--- src/rtl/rd_buf_ctrl_if.sv ---
// Read-buffer fill bus: DDR read command/data channel plus the 128-bit
// buffer write port. The controller is the master side.
interface rd_buf_ctrl_if #(
    parameter int unsigned ADDR_W = 28
);
    logic              rd_cmd_valid;
    logic              rd_cmd_ready;
    logic [ADDR_W-1:0] rd_cmd_addr;
    logic [7:0]        rd_cmd_len;
    logic              rd_data_valid;
    logic [127:0]      rd_data;
    logic              buf_wr_en;
    logic [9:0]        buf_wr_addr;
    logic [127:0]      buf_wr_data;

    modport master (
        output rd_cmd_valid, rd_cmd_addr, rd_cmd_len,
        input  rd_cmd_ready,
        input  rd_data_valid, rd_data,
        output buf_wr_en, buf_wr_addr, buf_wr_data
    );

    modport slave (
        input  rd_cmd_valid, rd_cmd_addr, rd_cmd_len,
        output rd_cmd_ready,
        output rd_data_valid, rd_data,
        input  buf_wr_en, buf_wr_addr, buf_wr_data
    );
endinterface

--- src/rtl/rd_buf_ctrl.sv ---
// Ping-pong line sequencer for the frame read buffer: issues DDR read bursts
// line by line from the frame base and writes returned beats into the free
// 512-word bank, flagging each completed bank to the display side.
module rd_buf_ctrl #(
    parameter int unsigned H_WORDS     = 480,
    parameter int unsigned V_LINES     = 1080,
    parameter int unsigned BURST_LEN   = 16,
    parameter int unsigned LINE_STRIDE = 7680,
    parameter int unsigned ADDR_W      = 28
) (
    input  logic              clk,
    input  logic              rst_n,
    input  logic [ADDR_W-1:0] frame_base,
    input  logic              frame_start,
    input  logic [1:0]        line_free,
    output logic [1:0]        line_ready,
    output logic              frame_done,
    output logic              err,
    rd_buf_ctrl_if.master     bus
);

    localparam int unsigned LINE_W = $clog2(V_LINES + 1);

    typedef enum logic [2:0] {
        IDLE,
        WAIT_BANK,
        CMD,
        DATA,
        DRAIN
    } state_t;

    state_t              state_q,     state_d;
    logic [ADDR_W-1:0]   line_addr_q, line_addr_d;
    logic [LINE_W-1:0]   line_cnt_q,  line_cnt_d;
    logic                fill_bank_q, fill_bank_d;
    logic [9:0]          word_idx_q,  word_idx_d;
    logic [8:0]          beat_cnt_q,  beat_cnt_d;
    logic                rdy_pend_q,  rdy_pend_d;
    logic                rdy_bank_q,  rdy_bank_d;
    logic                done_pend_q, done_pend_d;
    logic [1:0]          line_ready_q, line_ready_d;
    logic                frame_done_q, frame_done_d;
    logic                err_q,       err_d;
    logic                cmd_valid_q, cmd_valid_d;
    logic [ADDR_W-1:0]   cmd_addr_q,  cmd_addr_d;
    logic [7:0]          cmd_len_q,   cmd_len_d;
    logic                wr_en_q,     wr_en_d;
    logic [9:0]          wr_addr_q,   wr_addr_d;
    logic [127:0]        wr_data_q,   wr_data_d;

    logic [8:0]          beats_left;
    logic [9:0]          word_nxt;
    logic [LINE_W-1:0]   line_nxt;

    // Beats-minus-one for a burst starting at word w: min(BURST_LEN, H_WORDS-w) - 1.
    function automatic logic [7:0] burst_len(input logic [9:0] w);
        logic [9:0] rem;
        rem = 10'(H_WORDS) - w;
        if (rem > 10'(BURST_LEN)) begin
            rem = 10'(BURST_LEN);
        end
        return 8'(rem - 10'd1);
    endfunction

    // State and output registers.
    always_ff @(posedge clk or negedge rst_n) begin
        if (!rst_n) begin
            state_q      <= IDLE;
            line_addr_q  <= '0;
            line_cnt_q   <= '0;
            fill_bank_q  <= 1'b0;
            word_idx_q   <= '0;
            beat_cnt_q   <= '0;
            rdy_pend_q   <= 1'b0;
            rdy_bank_q   <= 1'b0;
            done_pend_q  <= 1'b0;
            line_ready_q <= '0;
            frame_done_q <= 1'b0;
            err_q        <= 1'b0;
            cmd_valid_q  <= 1'b0;
            cmd_addr_q   <= '0;
            cmd_len_q    <= '0;
            wr_en_q      <= 1'b0;
            wr_addr_q    <= '0;
            wr_data_q    <= '0;
        end else begin
            state_q      <= state_d;
            line_addr_q  <= line_addr_d;
            line_cnt_q   <= line_cnt_d;
            fill_bank_q  <= fill_bank_d;
            word_idx_q   <= word_idx_d;
            beat_cnt_q   <= beat_cnt_d;
            rdy_pend_q   <= rdy_pend_d;
            rdy_bank_q   <= rdy_bank_d;
            done_pend_q  <= done_pend_d;
            line_ready_q <= line_ready_d;
            frame_done_q <= frame_done_d;
            err_q        <= err_d;
            cmd_valid_q  <= cmd_valid_d;
            cmd_addr_q   <= cmd_addr_d;
            cmd_len_q    <= cmd_len_d;
            wr_en_q      <= wr_en_d;
            wr_addr_q    <= wr_addr_d;
            wr_data_q    <= wr_data_d;
        end
    end

    // Next-state, command generation, buffer writes and bank bookkeeping.
    // A finished line is recorded in rdy_pend/done_pend first so that
    // line_ready and frame_done rise one cycle after the final buffer write.
    always_comb begin
        state_d      = state_q;
        line_addr_d  = line_addr_q;
        line_cnt_d   = line_cnt_q;
        fill_bank_d  = fill_bank_q;
        word_idx_d   = word_idx_q;
        beat_cnt_d   = beat_cnt_q;
        rdy_pend_d   = 1'b0;
        rdy_bank_d   = rdy_bank_q;
        done_pend_d  = 1'b0;
        frame_done_d = done_pend_q;
        err_d        = err_q;
        cmd_valid_d  = cmd_valid_q;
        cmd_addr_d   = cmd_addr_q;
        cmd_len_d    = cmd_len_q;
        wr_en_d      = 1'b0;
        wr_addr_d    = wr_addr_q;
        wr_data_d    = wr_data_q;

        line_ready_d = line_ready_q & ~line_free;
        if (rdy_pend_q) begin
            line_ready_d[rdy_bank_q] = 1'b1;
        end

        beats_left = beat_cnt_q - {8'd0, bus.rd_data_valid};
        word_nxt   = word_idx_q + 10'd1;
        line_nxt   = line_cnt_q + 1'b1;

        case (state_q)
            IDLE: begin
                if (frame_start) begin
                    state_d = WAIT_BANK;
                end
            end
            WAIT_BANK: begin
                if (!frame_start && !line_ready_q[fill_bank_q]) begin
                    word_idx_d  = '0;
                    cmd_valid_d = 1'b1;
                    cmd_addr_d  = line_addr_q;
                    cmd_len_d   = burst_len(10'd0);
                    state_d     = CMD;
                end
            end
            CMD: begin
                if (bus.rd_cmd_ready) begin
                    // An accepted command always returns its beats, so a
                    // restart on the handshake cycle must still drain them.
                    cmd_valid_d = 1'b0;
                    beat_cnt_d  = {1'b0, cmd_len_q} + 9'd1;
                    state_d     = frame_start ? DRAIN : DATA;
                end else if (frame_start) begin
                    state_d = WAIT_BANK;
                end
            end
            DATA: begin
                if (frame_start) begin
                    beat_cnt_d = beats_left;
                    state_d    = (beats_left == '0) ? WAIT_BANK : DRAIN;
                end else if (bus.rd_data_valid) begin
                    wr_en_d    = 1'b1;
                    wr_addr_d  = {fill_bank_q, word_idx_q[8:0]};
                    wr_data_d  = bus.rd_data;
                    word_idx_d = word_nxt;
                    beat_cnt_d = beats_left;
                    if (beats_left == '0) begin
                        if (word_nxt < 10'(H_WORDS)) begin
                            cmd_valid_d = 1'b1;
                            cmd_addr_d  = line_addr_q + ADDR_W'({word_nxt, 4'b0000});
                            cmd_len_d   = burst_len(word_nxt);
                            state_d     = CMD;
                        end else begin
                            rdy_pend_d  = 1'b1;
                            rdy_bank_d  = fill_bank_q;
                            fill_bank_d = ~fill_bank_q;
                            line_cnt_d  = line_nxt;
                            line_addr_d = line_addr_q + ADDR_W'(LINE_STRIDE);
                            if (line_nxt == LINE_W'(V_LINES)) begin
                                done_pend_d = 1'b1;
                                state_d     = IDLE;
                            end else begin
                                state_d = WAIT_BANK;
                            end
                        end
                    end
                end
            end
            DRAIN: begin
                beat_cnt_d = beats_left;
                if (beats_left == '0) begin
                    state_d = WAIT_BANK;
                end
            end
            default: begin
                state_d = IDLE;
            end
        endcase

        if (bus.rd_data_valid && (state_q inside {IDLE, WAIT_BANK, CMD})) begin
            err_d = 1'b1;
        end

        // Restart overrides line_free and any pending bank completion.
        if (frame_start) begin
            line_addr_d  = frame_base;
            line_cnt_d   = '0;
            fill_bank_d  = 1'b0;
            word_idx_d   = '0;
            line_ready_d = '0;
            rdy_pend_d   = 1'b0;
            cmd_valid_d  = 1'b0;
        end
    end

    assign bus.rd_cmd_valid = cmd_valid_q;
    assign bus.rd_cmd_addr  = cmd_addr_q;
    assign bus.rd_cmd_len   = cmd_len_q;
    assign bus.buf_wr_en    = wr_en_q;
    assign bus.buf_wr_addr  = wr_addr_q;
    assign bus.buf_wr_data  = wr_data_q;
    assign line_ready       = line_ready_q;
    assign frame_done       = frame_done_q;
    assign err              = err_q;

endmodule

--- src/flat_wrapper.sv ---
// flat-port wrapper written by rule: the top's interface ports become plain ports
module rd_buf_ctrl_flat 
#(
    parameter int unsigned H_WORDS     = 480,
    parameter int unsigned V_LINES     = 1080,
    parameter int unsigned BURST_LEN   = 16,
    parameter int unsigned LINE_STRIDE = 7680,
    parameter int unsigned ADDR_W      = 28
)
  (clk, rst_n, frame_base, frame_start, line_free, line_ready, frame_done, err, bus_rd_cmd_valid, bus_rd_cmd_addr, bus_rd_cmd_len, bus_rd_cmd_ready, bus_rd_data_valid, bus_rd_data, bus_buf_wr_en, bus_buf_wr_addr, bus_buf_wr_data);
  rd_buf_ctrl_if #(.ADDR_W(ADDR_W)) bus_i ();
  input  logic clk;
  input  logic rst_n;
  input  logic [ADDR_W-1:0] frame_base;
  input  logic frame_start;
  input  logic [1:0] line_free;
  output logic [1:0] line_ready;
  output logic frame_done;
  output logic err;
  output wire logic [$bits(bus_i.rd_cmd_valid)-1:0] bus_rd_cmd_valid;
  output wire logic [$bits(bus_i.rd_cmd_addr)-1:0] bus_rd_cmd_addr;
  output wire logic [$bits(bus_i.rd_cmd_len)-1:0] bus_rd_cmd_len;
  input wire logic [$bits(bus_i.rd_cmd_ready)-1:0] bus_rd_cmd_ready;
  input wire logic [$bits(bus_i.rd_data_valid)-1:0] bus_rd_data_valid;
  input wire logic [$bits(bus_i.rd_data)-1:0] bus_rd_data;
  output wire logic [$bits(bus_i.buf_wr_en)-1:0] bus_buf_wr_en;
  output wire logic [$bits(bus_i.buf_wr_addr)-1:0] bus_buf_wr_addr;
  output wire logic [$bits(bus_i.buf_wr_data)-1:0] bus_buf_wr_data;
  assign bus_rd_cmd_valid = bus_i.rd_cmd_valid;
  assign bus_rd_cmd_addr = bus_i.rd_cmd_addr;
  assign bus_rd_cmd_len = bus_i.rd_cmd_len;
  assign bus_i.rd_cmd_ready = bus_rd_cmd_ready;
  assign bus_i.rd_data_valid = bus_rd_data_valid;
  assign bus_i.rd_data = bus_rd_data;
  assign bus_buf_wr_en = bus_i.buf_wr_en;
  assign bus_buf_wr_addr = bus_i.buf_wr_addr;
  assign bus_buf_wr_data = bus_i.buf_wr_data;
  rd_buf_ctrl #(.H_WORDS(H_WORDS), .V_LINES(V_LINES), .BURST_LEN(BURST_LEN), .LINE_STRIDE(LINE_STRIDE), .ADDR_W(ADDR_W)) u_core (.clk(clk), .rst_n(rst_n), .frame_base(frame_base), .frame_start(frame_start), .line_free(line_free), .line_ready(line_ready), .frame_done(frame_done), .err(err), .bus(bus_i));
endmodule
--- config.mk ---
export PLATFORM = sky130hd
export DESIGN_NAME = rd_buf_ctrl_flat
export DESIGN_NICKNAME = d
export VERILOG_FILES = /design/src/rtl/rd_buf_ctrl_if.sv /design/src/rtl/rd_buf_ctrl.sv /design/src/flat_wrapper.sv
export SDC_FILE = /design/constraint.sdc
export NUM_CORES = 1
export LEC_CHECK = 0
export CORE_ASPECT_RATIO = 0.7
export CORE_UTILIZATION = 49
export DETAILED_ROUTE_END_ITERATION = 8
export PLACE_DENSITY = 0.91
export SYNTH_ARGS = -nofsm -noshare
export SYNTH_HDL_FRONTEND = slang
export SYNTH_SLANG_ARGS = --single-unit
--- constraint.sdc ---
create_clock -name clk -period 3.65 [get_ports clk]
set_input_delay 0.73 -clock clk [delete_from_list [all_inputs] [get_ports clk]]
set_output_delay 0.73 -clock clk [all_outputs]
set_load 0.01 [all_outputs]
==> flow_summary.json <==
{
  "synth-edff-count": 0,
  "via_per_inst": 5.55,
  "grt_pass1_wl_um": 58600,
  "cts_resized": 0,
  "cts_buffers": 24,
  "async_flop_share_pct": 100,
  "drive_gt1_share_pct": 8.87,
  "cts_setup_buffers": 0,
  "avgSynthCellArea_um2": 8.96,
  "finalPower_uw": 11100,
  "critPathLaunchType": "input pin",
  "cts_tree": "built",
  "layout_worst_path_cycle_share_pct": 94.4,
  "end_kind": "register",
  "antenna_cells": 0,
  "place_area_um2": 16200,
  "vdd_drop_max_mv": 0.443,
  "ys_seq_area_share_pct": 50.6,
  "synth_largest_area_cell": "dfrtp_1",
  "grt_pass1_vias": 10900,
  "port_buffers": 342,
  "ys_warn_count": 0,
  "clk_transition_reported_paths_ns": 0.06,
  "rr_endpoint": "u_core.bus.rd_cmd_addr[16]$_DFFE_PN0P_",
  "p_leak_uw": 0.00775,
  "design.die.area_um2": 25400,
  "rsz0062_at_grt": "false",
  "cp_max_fo": 5,
  "num_rows": 47,
  "cp.arrival_ns": 3.87,
  "clk_latency_ns": 0.52,
  "yosys.cell_types.count": 68,
  "wl_um": 37600,
  "drv_slew": 0,
  "dp_cells": 1992,
  "status": "finished clean",
  "r2r_start": "u_core.word_idx_q[1]$_DFFE_PN0P_",
  "crit_type": "in -> reg",
  "h-tree-depth": 1,
  "fillCellCount": 1750,
  "stdcell_area_um2": 16900,
  "start_util_pct": 50.7,
  "yosysTopAreaCellShare_pct": 50.6,
  "clockBufferDepth": 3,
  "hold_viol_final": 0,
  "crit_path_end": "u_core.line_addr_q[25]$_DFFE_PN0P_",
  "cp-startpoint": "bus_rd_data_valid",
  "finalClockSkew_ns": 0.0119,
  "place_hpwl_um": 26700,
  "first_iter_violations": 1051,
  "cp_data_required_time_ns": 4.08,
  "fin_cells": 2032,
  "max_slew_margin_pct": 48.2,
  "synth_flop_cell": "dfrtp_1",
  "grt_overflow_total": 0,
  "synth_area_leaders": "dfrtp_1 51%, nand2_1 15%, mux2_4 2.7%",
  "clock_sinks": 245,
  "core_region_area_um2": 23900,
  "worst-r2r-cell-count": 12,
  "root_buffer": "clkbuf_16",
  "clock.fmax_mhz": 290,
  "syn_nets": 1535,
  "post_drt_wl_per_cell_um": 18.5,
  "fp.dieH_um": 134,
  "grt_util_all_layers_pct": 29.2,
  "syn_area_um2": 12100,
  "drv_cap": 0,
  "dr.pass1.iters": 5,
  "holdBufCountCts": 0,
  "fin_util_pct": 70.7,
  "synth_seq_cells": 245,
  "place.gp.congestion": 0.917,
  "pin_count": 343,
  "setup_viol_count_final": 0,
  "hp-class": "in -> async",
  "drc": 0,
  "nets": 1882,
  "postSynthCellCount": 1353,
  "min_period_ns": 3.45,
  "fin_setup_tns_ns": 0,
  "antenna_found_initial": 1,
  "power.density_nw_per_um2": 654,
  "num_vias": 11300,
  "die_x_um": 190,
  "tightest_slew_ns": 0.777,
  "rrSetupSlack_ns": 0.26,
  "antenna_left": 0,
  "area_delta_synth_final_pct": 39.6,
  "grt_max_degree": 149
}
-- sequential cells by signal, summed over array words and instances, names as in the netlist --
| signal | count |
|---|---|
| u_core.rdy_bank_q | 1 |
| u_core.bus.buf_wr_data | 128 |
| u_core.done_pend_q | 1 |
| u_core.frame_done | 1 |
| u_core.bus.rd_cmd_addr | 28 |
| u_core.bus.buf_wr_en | 1 |
| u_core.line_addr_q | 28 |
| u_core.bus.rd_cmd_valid | 1 |
| u_core.rdy_pend_q | 1 |
| u_core.line_ready | 2 |
| u_core.line_cnt_q | 11 |
| u_core.state_q | 3 |
| u_core.fill_bank_q | 1 |
| u_core.bus.rd_cmd_len | 8 |
| u_core.word_idx_q | 10 |
| u_core.err | 1 |
| u_core.bus.buf_wr_addr | 10 |
| u_core.beat_cnt_q | 9 |
-- cell families after synthesis --
logic type      Yosys count  synth area share [%]
flops                   245                  50.6
compound gates          197                  10.9
buf+inv                 108                  3.61
xor+xnor                 46                  3.32
mux                      44                  4.73
fa+ha+maj                19                  2.02
simple gates            694                  24.8
-- how the worst min path moves through the flow --
stage                                                    to  slack [ns]
after CTS                 u_core.line_addr_q[5]$_DFFE_PN0P_        0.29
after floorplan                 u_core.frame_done$_DFF_PN0_        0.33
after global placement          u_core.frame_done$_DFF_PN0_        0.38
after global routing          u_core.rdy_bank_q$_DFFE_PN0P_        0.30
final                         u_core.rdy_bank_q$_DFFE_PN0P_        0.25
after detailed placement        u_core.frame_done$_DFF_PN0_        0.38
-- synth_stat cells, types with 5 or more instances --
| cell type | n |
|---|---|
| nand2_1 | 477 |
| dfrtp_1 | 245 |
| clkbuf_1 | 68 |
| nand3_1 | 60 |
| o21ai_0 | 54 |
| a21oi_1 | 37 |
| nor2_1 | 35 |
| inv_1 | 28 |
| xnor2_1 | 28 |
| mux2_4 | 22 |
| nor3_1 | 21 |
| ha_1 | 18 |
| mux2_2 | 18 |
| o31ai_1 | 18 |
| xor2_1 | 18 |
| and3_1 | 16 |
| a31oi_1 | 14 |
| nor2b_1 | 13 |
| or4_1 | 11 |
| nand2b_1 | 10 |
| nand4_1 | 10 |
| a211oi_1 | 8 |
| o211ai_1 | 8 |
| o311ai_0 | 8 |
| and2_1 | 7 |
| or2_2 | 7 |
| or3_1 | 7 |
| a21o_1 | 6 |
| a22o_1 | 6 |
| o22ai_1 | 5 |
-- power by group --
| group | switching [µW] | total (µW) | internal, µW |
|---|---|---|---|
| Combinational | 2060 | 4430 | 2370 |
| Clock | 1040 | 2470 | 1440 |
| Sequential | 578 | 4160 | 3580 |
| Total | 3680 | 11100 | 7390 |
-- worst max-delay path, stage by stage --
cell	delay (ns)
clkdlybuf4s50_1	0.48
ha_1	0.18
ha_1	0.17
or3b_2	0.48
nor4b_1	0.26
mux2i_1	0.14
o32ai_2	0.27
buf_4	0.20
nand4_1	0.19
or4_1	0.55
a31oi_1	0.21
-- per-layer routing --
metal | track usage [%] | routed length [µm]
met1 | 41.5 | 16100
met2 | 44.2 | 16900
met3 | 5.95 | 3130
met4 | 10.5 | 1430
met5 | 0 | 13
-- per-stage QoR --
step	hold slack [ns]	worst slack [ns]
final	0.249	0.205
after global routing	0.300	0.0542
after CTS	0.286	0.203
after detailed placement	0.377	-0.301
after global placement	0.378	-0.143
after floorplan	0.331	0.235
-- layout by cell type, fill, tap and decap left out, drive strengths merged, types with 8 or more instances in the layout --
cell           netlist  routed
and2                 9       9
nor2b               13      13
o31ai               19      19
nand2b              10      10
dfrtp              245     245
xor2                18      18
or4                 11      11
a31oi               14      14
nand3               60      60
a21oi               37      37
nand4               10      10
inv                 28      29
o211ai               8       8
mux2                40      40
nor2                35      35
xnor2               28      28
o21ai               56      56
ha                  18      18
and3                16      16
nor3                21      21
buf                 10      59
nand2              477     477
a211oi               8       8
o311ai               8       8
clkbuf              68      37
clkdlybuf4s50        0     340
-- area by class of cell --
cell class                      instances  area, µm²  share of cell area, %
Clock buffer                           37        731                   4.32
Clock inverter                          3       40.0                  0.237
Inverter                               30        115                  0.680
Multi-Input combinational cell       1000       5570                   32.9
Sequential cell                       245       6130                   36.2
Tap cell                              318        398                   2.35
Timing Repair Buffer                  399       3940                   23.3
Power figures use the tool's default switching activity.
